==> src/rtl/ppu_pkg.sv <==
// ppu_pkg: shared types and helpers for the PPU fetch sequencers.
//   fetch_state_e  : background tile fetch states, IDLE..PUSH (3 bits)
//   VRAM_AW        : VRAM byte-address width (0x0000 maps to CPU 0x8000)
//   tile_data_addr : tile-data byte address for one bitplane row
package ppu_pkg;

  localparam int VRAM_AW = 13;

  // Each VRAM access is an address phase (X0) followed by a data phase (X1).
  typedef enum logic [2:0] {
    IDLE = 3'd0,
    MAP0 = 3'd1,
    MAP1 = 3'd2,
    LO0  = 3'd3,
    LO1  = 3'd4,
    HI0  = 3'd5,
    HI1  = 3'd6,
    PUSH = 3'd7
  } fetch_state_e;

  // 16 bytes per tile, 2 bytes per row, bitplane select in bit 0.
  // Bit 12 is set only for signed addressing with a non-negative index,
  // which folds the 0x1000-based signed window onto 0x0800..0x17FF.
  function automatic logic [12:0] tile_data_addr(input logic       sel,
                                                 input logic [7:0] idx,
                                                 input logic [2:0] fine_y,
                                                 input logic       hi);
    return {~(sel | idx[7]), idx, fine_y, hi};
  endfunction

endpackage

==> src/rtl/bg_tile_fetcher_if.sv <==
// bg_tile_fetcher_if: VRAM read port plus BG pixel FIFO load port.
//   vram_addr  : VRAM read address           (fetcher -> VRAM)
//   vram_rd    : VRAM read strobe            (fetcher -> VRAM)
//   vram_data  : read data, valid in X1      (VRAM -> fetcher)
//   push       : load pix_lo/pix_hi now      (fetcher -> FIFO)
//   pix_lo     : low bitplane byte           (fetcher -> FIFO)
//   pix_hi     : high bitplane byte          (fetcher -> FIFO)
//   fifo_empty : FIFO can accept 8 pixels    (FIFO -> fetcher)
// Modports: master = fetcher side, slave = VRAM/FIFO side.
interface bg_tile_fetcher_if #(
  parameter int AW = 13
);
  logic [AW-1:0] vram_addr;
  logic          vram_rd;
  logic [7:0]    vram_data;
  logic          push;
  logic [7:0]    pix_lo;
  logic [7:0]    pix_hi;
  logic          fifo_empty;

  modport master (
    output vram_addr, vram_rd, push, pix_lo, pix_hi,
    input  vram_data, fifo_empty
  );

  modport slave (
    input  vram_addr, vram_rd, push, pix_lo, pix_hi,
    output vram_data, fifo_empty
  );
endinterface

==> src/rtl/bg_tile_addr.sv <==
// bg_tile_addr: combinational tile-data address generator, shared by the
// background and sprite fetchers.
//   sel    in  1  1 = unsigned 0x0000 base, 0 = signed 0x1000 base
//   idx    in  8  tile index
//   fine_y in  3  row within tile
//   hi     in  1  0 = low bitplane, 1 = high bitplane
//   addr   out 13 VRAM byte address
module bg_tile_addr (
  input  logic        sel,
  input  logic [7:0]  idx,
  input  logic [2:0]  fine_y,
  input  logic        hi,
  output logic [12:0] addr
);
  import ppu_pkg::*;

  assign addr = tile_data_addr(sel, idx, fine_y, hi);
endmodule

==> src/rtl/bg_tile_fetcher.sv <==
// bg_tile_fetcher: background/window tile fetch sequencer.
// Reads the tile index at map_addr, fetches the low then high bitplane
// byte of row fine_y, then loads the 8-pixel row into the BG FIFO and
// pulses map_step so the upstream map-X counter advances.
//
// Ports:
//   clk2         in   video clock, rising-edge
//   reset_video2 in   asynchronous reset, active-high
//   fetch_start  in   line start / window trigger; restarts at MAP0
//   map_addr     in   tile-map byte address, stable until map_step
//   tile_sel     in   1 = unsigned 0x0000 base, 0 = signed 0x1000 base
//   fine_y       in   row within tile
//   stall        in   sprite fetch active; holds X0 states and PUSH
//   bus          if   VRAM read port + FIFO load port (master)
//   map_step     out  one-cycle pulse, coincident with push
//   busy         out  state != IDLE
//   tile_count   out  pushes since fetch_start, saturating
//                     (only with BG_FETCH_TILE_CNT_EN defined)
//
// Configuration macro: BG_FETCH_TILE_CNT_EN adds tile_count / CNT_W.
module bg_tile_fetcher #(
  parameter int VRAM_AW = ppu_pkg::VRAM_AW
`ifdef BG_FETCH_TILE_CNT_EN
  , parameter int CNT_W = 6
`endif
) (
  input  logic               clk2,
  input  logic               reset_video2,
  input  logic               fetch_start,
  input  logic [VRAM_AW-1:0] map_addr,
  input  logic               tile_sel,
  input  logic [2:0]         fine_y,
  input  logic               stall,
  bg_tile_fetcher_if.master  bus,
  output logic               map_step,
  output logic               busy
`ifdef BG_FETCH_TILE_CNT_EN
  , output logic [CNT_W-1:0] tile_count
`endif
);
  import ppu_pkg::*;

  fetch_state_e state;
  fetch_state_e state_n;

  logic [7:0]  idx_q;      // tile index read in MAP1
  logic [7:0]  lo_q;       // low plane staged until the high plane lands
  logic        hi_sel;
  logic [12:0] tile_addr;
  logic        push_ok;

  // ------------------------------------------------------------------
  // State register
  // ------------------------------------------------------------------
  // NOTE: sequential state uses non-blocking assignments so every
  // register samples the pre-edge values of its inputs.
  always_ff @(posedge clk2 or posedge reset_video2) begin
    if (reset_video2) begin
      state <= IDLE;
    end else begin
      state <= state_n;
    end
  end

  // ------------------------------------------------------------------
  // Next state and VRAM/FIFO strobes
  // ------------------------------------------------------------------
  // NOTE: every output of this block is given a default first, so no
  // path through the case statement can leave a latch behind.
  always_comb begin
    state_n     = state;
    bus.vram_rd = 1'b0;
    push_ok     = 1'b0;

    unique case (state)
      IDLE: state_n = IDLE;

      // Address phases: held while a sprite fetch owns VRAM.
      MAP0, LO0, HI0: begin
        bus.vram_rd = !stall;
        if (!stall) begin
          state_n = fetch_state_e'(state + 3'd1);
        end
      end

      // Data phases: the access is already committed, stall is ignored.
      MAP1, LO1, HI1: begin
        bus.vram_rd = 1'b1;
        state_n     = fetch_state_e'(state + 3'd1);
      end

      PUSH: begin
        if (bus.fifo_empty && !stall) begin
          push_ok = 1'b1;
          state_n = MAP0;
        end
      end

      default: state_n = IDLE;
    endcase

    // A (re)start overrides everything, including a ready push.
    if (fetch_start) begin
      state_n = MAP0;
      push_ok = 1'b0;
    end
  end

  assign bus.push = push_ok;
  assign map_step = push_ok;
  assign busy     = (state != IDLE);

  // ------------------------------------------------------------------
  // VRAM address
  // ------------------------------------------------------------------
  assign hi_sel = (state == HI0) || (state == HI1);

  bg_tile_addr u_tile_addr (
    .sel    (tile_sel),
    .idx    (idx_q),
    .fine_y (fine_y),
    .hi     (hi_sel),
    .addr   (tile_addr)
  );

  always_comb begin
    bus.vram_addr = '0;
    unique case (state)
      MAP0, MAP1:        bus.vram_addr = map_addr;
      LO0, LO1, HI0, HI1: bus.vram_addr = tile_addr;
      default:           bus.vram_addr = '0;
    endcase
  end

  // ------------------------------------------------------------------
  // Data capture on the edge leaving each X1 state. A concurrent
  // fetch_start discards the in-flight byte. The low plane is staged so
  // pix_lo and pix_hi change together and stay stable for a whole tile.
  // ------------------------------------------------------------------
  always_ff @(posedge clk2 or posedge reset_video2) begin
    if (reset_video2) begin
      idx_q      <= 8'h00;
      lo_q       <= 8'h00;
      bus.pix_lo <= 8'h00;
      bus.pix_hi <= 8'h00;
    end else if (!fetch_start) begin
      unique case (state)
        MAP1: idx_q <= bus.vram_data;
        LO1:  lo_q  <= bus.vram_data;
        HI1: begin
          bus.pix_lo <= lo_q;
          bus.pix_hi <= bus.vram_data;
        end
        default: ;
      endcase
    end
  end

`ifdef BG_FETCH_TILE_CNT_EN
  // Tiles pushed since the last fetch_start, saturating at all-ones.
  always_ff @(posedge clk2 or posedge reset_video2) begin
    if (reset_video2) begin
      tile_count <= '0;
    end else if (fetch_start) begin
      tile_count <= '0;
    end else if (push_ok && (tile_count != {CNT_W{1'b1}})) begin
      tile_count <= tile_count + 1'b1;
    end
  end
`endif

endmodule

==> src/flat_wrapper.sv <==
// flat-port wrapper written by rule: the top's interface ports become plain ports
module bg_tile_fetcher_flat import ppu_pkg::*;
#(
  parameter int VRAM_AW = ppu_pkg::VRAM_AW

)
  (clk2, reset_video2, fetch_start, map_addr, tile_sel, fine_y, stall, map_step, busy, bus_vram_addr, bus_vram_rd, bus_push, bus_pix_lo, bus_pix_hi, bus_vram_data, bus_fifo_empty);
  bg_tile_fetcher_if #(.AW(13)) bus_i ();
  input  logic clk2;
  input  logic reset_video2;
  input  logic fetch_start;
  input  logic [VRAM_AW-1:0] map_addr;
  input  logic tile_sel;
  input  logic [2:0] fine_y;
  input  logic stall;
  output logic map_step;
  output logic busy;
  output wire logic [$bits(bus_i.vram_addr)-1:0] bus_vram_addr;
  output wire logic [$bits(bus_i.vram_rd)-1:0] bus_vram_rd;
  output wire logic [$bits(bus_i.push)-1:0] bus_push;
  output wire logic [$bits(bus_i.pix_lo)-1:0] bus_pix_lo;
  output wire logic [$bits(bus_i.pix_hi)-1:0] bus_pix_hi;
  input wire logic [$bits(bus_i.vram_data)-1:0] bus_vram_data;
  input wire logic [$bits(bus_i.fifo_empty)-1:0] bus_fifo_empty;
  assign bus_vram_addr = bus_i.vram_addr;
  assign bus_vram_rd = bus_i.vram_rd;
  assign bus_push = bus_i.push;
  assign bus_pix_lo = bus_i.pix_lo;
  assign bus_pix_hi = bus_i.pix_hi;
  assign bus_i.vram_data = bus_vram_data;
  assign bus_i.fifo_empty = bus_fifo_empty;
  bg_tile_fetcher #(.VRAM_AW(VRAM_AW)) u_core (.clk2(clk2), .reset_video2(reset_video2), .fetch_start(fetch_start), .map_addr(map_addr), .tile_sel(tile_sel), .fine_y(fine_y), .stall(stall), .bus(bus_i), .map_step(map_step), .busy(busy));
endmodule
==> config.mk <==
export PLATFORM = sky130hd
export DESIGN_NAME = bg_tile_fetcher_flat
export DESIGN_NICKNAME = d
export VERILOG_FILES = /design/src/rtl/ppu_pkg.sv /design/src/rtl/bg_tile_fetcher_if.sv /design/src/rtl/bg_tile_addr.sv /design/src/rtl/bg_tile_fetcher.sv /design/src/flat_wrapper.sv
export SDC_FILE = /design/constraint.sdc
export NUM_CORES = 1
export LEC_CHECK = 0
export CAP_MARGIN = 20
export CORE_AREA = 2 2 91 75
export CTS_CLUSTER_SIZE = 16
export DETAILED_ROUTE_END_ITERATION = 10
export DIE_AREA = 0 0 93 77
export HOLD_SLACK_MARGIN = 0.02
export PLACE_DENSITY = 0.55
export SYNTH_ARGS = -nofsm -noshare
export SYNTH_HDL_FRONTEND = slang
export SYNTH_HIERARCHICAL = 1
export SYNTH_SLANG_ARGS = --single-unit
export TNS_END_PERCENT = 50
==> constraint.sdc <==
create_clock -name clk2 -period 2.15 [get_ports clk2]
set_input_delay 0.215 -clock clk2 [delete_from_list [all_inputs] [get_ports clk2]]
set_output_delay 0.215 -clock clk2 [all_outputs]
set_load 0.03 [all_outputs]
# Word-level counts from Yosys, hierarchy flattened
# Cells that the tools add are included.
dict set report totals {
  register_bits 35
  in_bits 30
  out_inout_bits 33
  elab_cells 40
}
dict set report classes {
  n_addsub 1
  n_eq_ne 9
  n_mux 9
  bitwise_logic 3
  n_reduce_logical 13
}
# operator count
set ops {}
lappend ops {{one-hot mux 13 bit (2 select lines)} 1}
lappend ops {{== test 3 bit (second input constant)} 4}
lappend ops {{one-hot mux 3 bit (4 select lines)} 1}
lappend ops {{two-way mux 3 bit} 3}
lappend ops {{AND reduction 2 bit} 4}
lappend ops {{== test 3 x 2 -> 1 bit (second input constant)} 2}
lappend ops {{OR reduction 3 bit} 2}
lappend ops {{OR reduction 4 bit} 1}
lappend ops {{adder 3 x 1 -> 3 bit (second input constant)} 1}
lappend ops {{== test 3 x 1 -> 1 bit (second input constant)} 1}
lappend ops {{logical NOT 3 bit} 1}
lappend ops {{two-way mux 1 bit} 3}
lappend ops {{!= test 3 x 2 -> 1 bit (second input constant)} 1}
lappend ops {{!= test 3 bit (second input constant)} 1}
lappend ops {{nonzero test 3 bit} 1}
lappend ops {{NOT 1 bit} 2}
lappend ops {{one-hot mux 1 bit (2 select lines)} 1}
lappend ops {{OR reduction 2 bit} 1}
lappend ops {{logical AND 1 bit} 1}
lappend ops {{logical NOT 1 bit} 1}
lappend ops {{logical OR 1 bit} 1}
lappend ops {{bitwise OR 1 bit} 1}

# Logic depth before layout (Yosys ltp)
dict set report depth {
  ltp_word 5
  depth_mapped 6
  depth_no_buf 5
}

# By module
# The synthesis kept the hierarchy.
# mod n_inst cells_per_inst area_each_um2 seq_area_each_um2
set by_module_without_submodules {}
lappend by_module_without_submodules {bg_tile_fetcher 1 125 1731.7 875.8}
lappend by_module_without_submodules {bg_tile_addr 1 13 93.8 0.0}

# Worst setup path after synthesis
# OpenSTA, ideal clock, no wires.
dict set report synth_path {
  kind {reg-to-output}
  from {reg u_core.state[0]}
  to {out map_step}
  arrival_ns 1.885
  t_required_ns 1.935
  path_slack_ns 0.050
  path_stages_with_launch 6
  cell_sequence {dfrtp_1 ha_1 ha_1 nand2_1 nor3_1 buf_4}
}
dict set report synth_between {
  elab_chain_cells 3
}
# item line_no
set synth_lines {}
lappend synth_lines {{start, declared} bg_tile_fetcher.sv:43} ;# fetch_state_e state;
lappend synth_lines {{start signal, assigned} bg_tile_fetcher.sv:61} ;# state <= state_n;
lappend synth_lines {{== test 3 bit} bg_tile_fetcher.sv:75} ;# unique case (state)
lappend synth_lines {{two-way mux 1 bit} bg_tile_fetcher.sv:75}
lappend synth_lines {{two-way mux 1 bit} bg_tile_fetcher.sv:103} ;# if (fetch_start) begin
lappend synth_lines {{end, declared} flat_wrapper.sv:16} ;# output logic map_step;
# Every way passes these cells.

# Final worst setup path
dict set report layout_path {
  from {reg u_core.state[0]}
  to {out bus_vram_addr[2]}
}
dict set report layout_between {
  elab_chain_cells 3
}
# item line_no
set layout_lines {}
lappend layout_lines {{== test 3 x 2 -> 1 bit (tied with other cells)} bg_tile_fetcher.sv:128} ;# unique case (state)
lappend layout_lines {{OR reduction 4 bit / OR reduction 2 bit (equally long branches)} bg_tile_fetcher.sv:128}
lappend layout_lines {{one-hot mux 13 bit (2 select lines) *} bg_tile_fetcher.sv:128}
lappend layout_lines {{end, declared} flat_wrapper.sv:18} ;# output wire logic [$bits(bus_i.vram_addr)-1:0] bus_vram_addr;
# Mark *: on every way between the ends. The rest lies on a longest branch, timed or not.

==> results.yml <==
final_layout:
  utilization_pct: 43.01
  finalNetCount: 236
  layout-drive-gt1-share_pct: 40.10
  syn2layout_area_growth_pct: 47.16
  design_area_um2: 2686
  fillCellCount: 598
  antennaDiodeCount: 0
detailed_routing:
  drcViolationCount: 0
  wl_per_cell_um: 16.39
  dr.pass1.iters: 4
  drtAntennaViolNets: 0
  via_per_inst: 4.640
  routed_wl_um: 4687
  drt_iter0_drc: 30
  vias: 1327
timing:
  holdWs_ns: 0.3208
  setup_slack_ns: 0.01535
  max_slew_margin_pct: 62.77
  drv_slew: 0
  finalHoldViolCount: 0
  min_period_ns: 2.135
  fmax_mhz: 468.5
  timing.final.crit_share_pct: 99.29
  tightestPinTransition_ns: 0.5585
  rsz0062_at_grt: "true"
  finalSetupViolCount: 0
  skew_ns: 0.005113
critical_path:
  arrival_ns: 1.92
  critPathKind: "flop to primary output"
  cp-end-kind: "primary output"
  crit_required_ns: 1.93
  worst-path-max-fanout: 7
  crit_path_start_kind: "flop"
power:
  seq_power_share_pct: 28.5
  power_frac_comb_pct: 57.7
  p_sw_mw: 1.531
  p_int_mw: 2.259
  ir_worst_vdd_uv: 593.6
  power.leakage_nw: 1.270
  p_sw_share_pct: 40.40
  powerDensity_nw_per_um2: 1411
  power_frac_clock_pct: 13.8
synth:
  yosys-top-cells-area: "dfrtp_1 48%, mux2_2 15%, mux2_4 6.6%"
  syn-mean-instance-area_um2: 13.23
  ys_ff_latch: 35
  synthDominantCellAreaShare_pct: 47.98
  yosysUniqueCellTypes: 30
  netlist_area_um2: 1826
  synth-seq-area-share_pct: 47.98
  yosys.area.top_type: "dfrtp_1"
  synth_nets: 173
  syn_inst: 138
  yosys_warnings: 6
global_route:
  grt_overflow: 0
  grt_pass1_wl_um: 7438
  grt_pass1_vias: 1415
  grt_usage_pct: 13.41
  antenna_found_initial: 0
  grt_max_degree: 36
die:
  die_height_um: 77
  initial_core_util_pct: 29.23
  chipWidth_um: 93
  dieArea_um2: 7161
  io_pins: 63
  rows: 26
  core_um2: 6246
cts:
  clockBufferDepth: 2
  clock_latency_ns: 0.29
  clk_pin_slew_ns: 0.07
  tritoncts: "built"
  cts_sinks: 35
  htreeDepth: 2
  root_buffer: "clkbuf_8"
  cts_buffers: 5
  cts_hold_buf: 0
placed_design:
  place_area_um2: 2422
  finalWeightedCongestion: 0.7786
  dp_hpwl_um: 3164
  pre_cts_slack_ns: 0.02174
  port_buffers: 62
job:
  max_cap_viol_count: 0
run_status:
  status: "finished clean"
hold_path:
  hold_class: "input pin to asynchronous set/reset pin"
[stage by stage]
step | power, mW | std cells | TNS (ns)
final | 3.790 | 286 | 0
after global placement | 2.949 | 271 | 0
after CTS | 3.626 | 282 | -0.1102
after detailed placement | 2.996 | 271 | 0
after global routing | 4.011 | 286 | -0.7355
after floorplan | 2.409 | 138 | 0
[layout make-up]
type | count | area [um2] | share of cell area (%)
clock buffers | 8 | 100.1 | 3.726
inverters | 6 | 22.52 | 0.8384
multi-input cells | 79 | 865.8 | 32.23
flip-flops and latches | 35 | 877.1 | 32.65
well taps | 84 | 105.1 | 3.912
repair buffers | 74 | 715.7 | 26.64
[metal layers]
| layer | part of all wire, % | track usage, % | vias up |
|---|---|---|---|
| li1 | - | - | 610 |
| met1 | 45 | 16.89 | 655 |
| met2 | 47 | 21.38 | 51 |
| met3 | 6.3 | 4.519 | 11 |
| met4 | 1.9 | 4.853 | 0 |
| met5 | 0 | 0 | - |
[cell usage after synthesis]
cell type,n
a31oi_1,1
buf_4,14
o21ai_0,1
nor3_1,1
a22o_1,13
nand2b_1,2
dfrtp_1,35
nor2_1,4
nor2b_1,1
nand2_1,2
a221o_1,1
mux2_1,1
mux2_4,8
a21oi_1,2
mux2_2,25
nand3b_4,1
nand2b_4,1
nand2_4,1
clkbuf_1,1
inv_1,6
buf_2,2
or2_1,1
or2_2,1
a311oi_1,2
o31ai_1,1
buf_6,2
ha_1,5
a22oi_1,1
o32a_1,1
nor3b_4,1
[flip-flops by register name (all words and copies together), names as in the netlist]
name	count
u_core/lo_q	8
u_core/idx_q	8
u_core/bus.pix_hi	8
u_core/state	3
u_core/bus.pix_lo	8
[power by group through the flow]
| stage | clock, mW | combinational [mW] | sequential (mW) |
|---|---|---|---|
| after global placement | 0 | 1.87 | 1.08 |
| after global routing | 0.572 | 2.32 | 1.12 |
| after detailed placement | 0 | 1.91 | 1.09 |
| after floorplan | 0 | 1.20 | 1.21 |
| final | 0.522 | 2.19 | 1.08 |
| after CTS | 0.542 | 2.01 | 1.08 |
[cell families after synthesis]
logic type	share of synthesized area, %
AOI/OAI and AO/OA	10.28
adders and majority gates	3.427
buffers and inverters	8.978
DFF	47.98
muxes	22.62
and+or+nand+nor	6.717
[final timing paths]
kind	from	endpoint	slack, ns	cells past startpoint
hold / removal	reset_video2	u_core/idx_q[7]	0.32	3
min in group clk2	u_core/bus.pix_hi[1]	u_core/bus.pix_hi[1]	0.51	1
hold reg to reg	u_core/bus.pix_hi[1]	u_core/bus.pix_hi[1]	0.51	1
setup reg to reg	u_core/state[0]	u_core/state[2]	0.26	6
setup / recovery	u_core/state[0]	bus_vram_addr[2]	0.02	7
max in group asynchronous	reset_video2	u_core/state[1]	1.49	3
[what timing repair did]
action | in CTS | in global routing
setup endpoints to repair | 16 | 13
pin swaps | 2 | 5
buffers inserted | 2 | 4
resized for setup | 11 | 21
gates cloned | 1 | 0
[layout by cell type, fill, tap and decap left out]
master / instances
a22oi_1: 1
nor3b_4: 1
nor2_4: 1
nor2b_1: 1
mux2_2: 25
or2_1: 1
nor2_1: 2
ha_1: 2
ha_4: 3
nand2_1: 1
inv_1: 4
clkbuf_1: 1
nand2b_4: 1
nand3b_4: 1
or2_2: 1
nand2b_1: 2
mux2_4: 8
nor2_2: 1
dfrtp_1: 34
nand2_4: 3
a221o_1: 1
o32a_1: 1
mux2_1: 1
a22o_1: 13
buf_4: 14
nor3_1: 1
a21oi_1: 2
a31oi_1: 1
o31ai_4: 1
inv_2: 2
o21ai_0: 1
clkbuf_8: 7
buf_6: 11
dfrtp_2: 1
dlygate4sd2_1: 3
a311oi_1: 2
clkdlybuf4s50_1: 46
[critical path: stages, from the launching register on]
cell and delay (ns):
dfrtp_1 0.40, buf_6 0.13, buf_6 0.11, ha_4 0.17
o31ai_4 0.30, nand2_4 0.14, a22o_1 0.24, buf_6 0.14
Power figures use the tool's default switching activity.
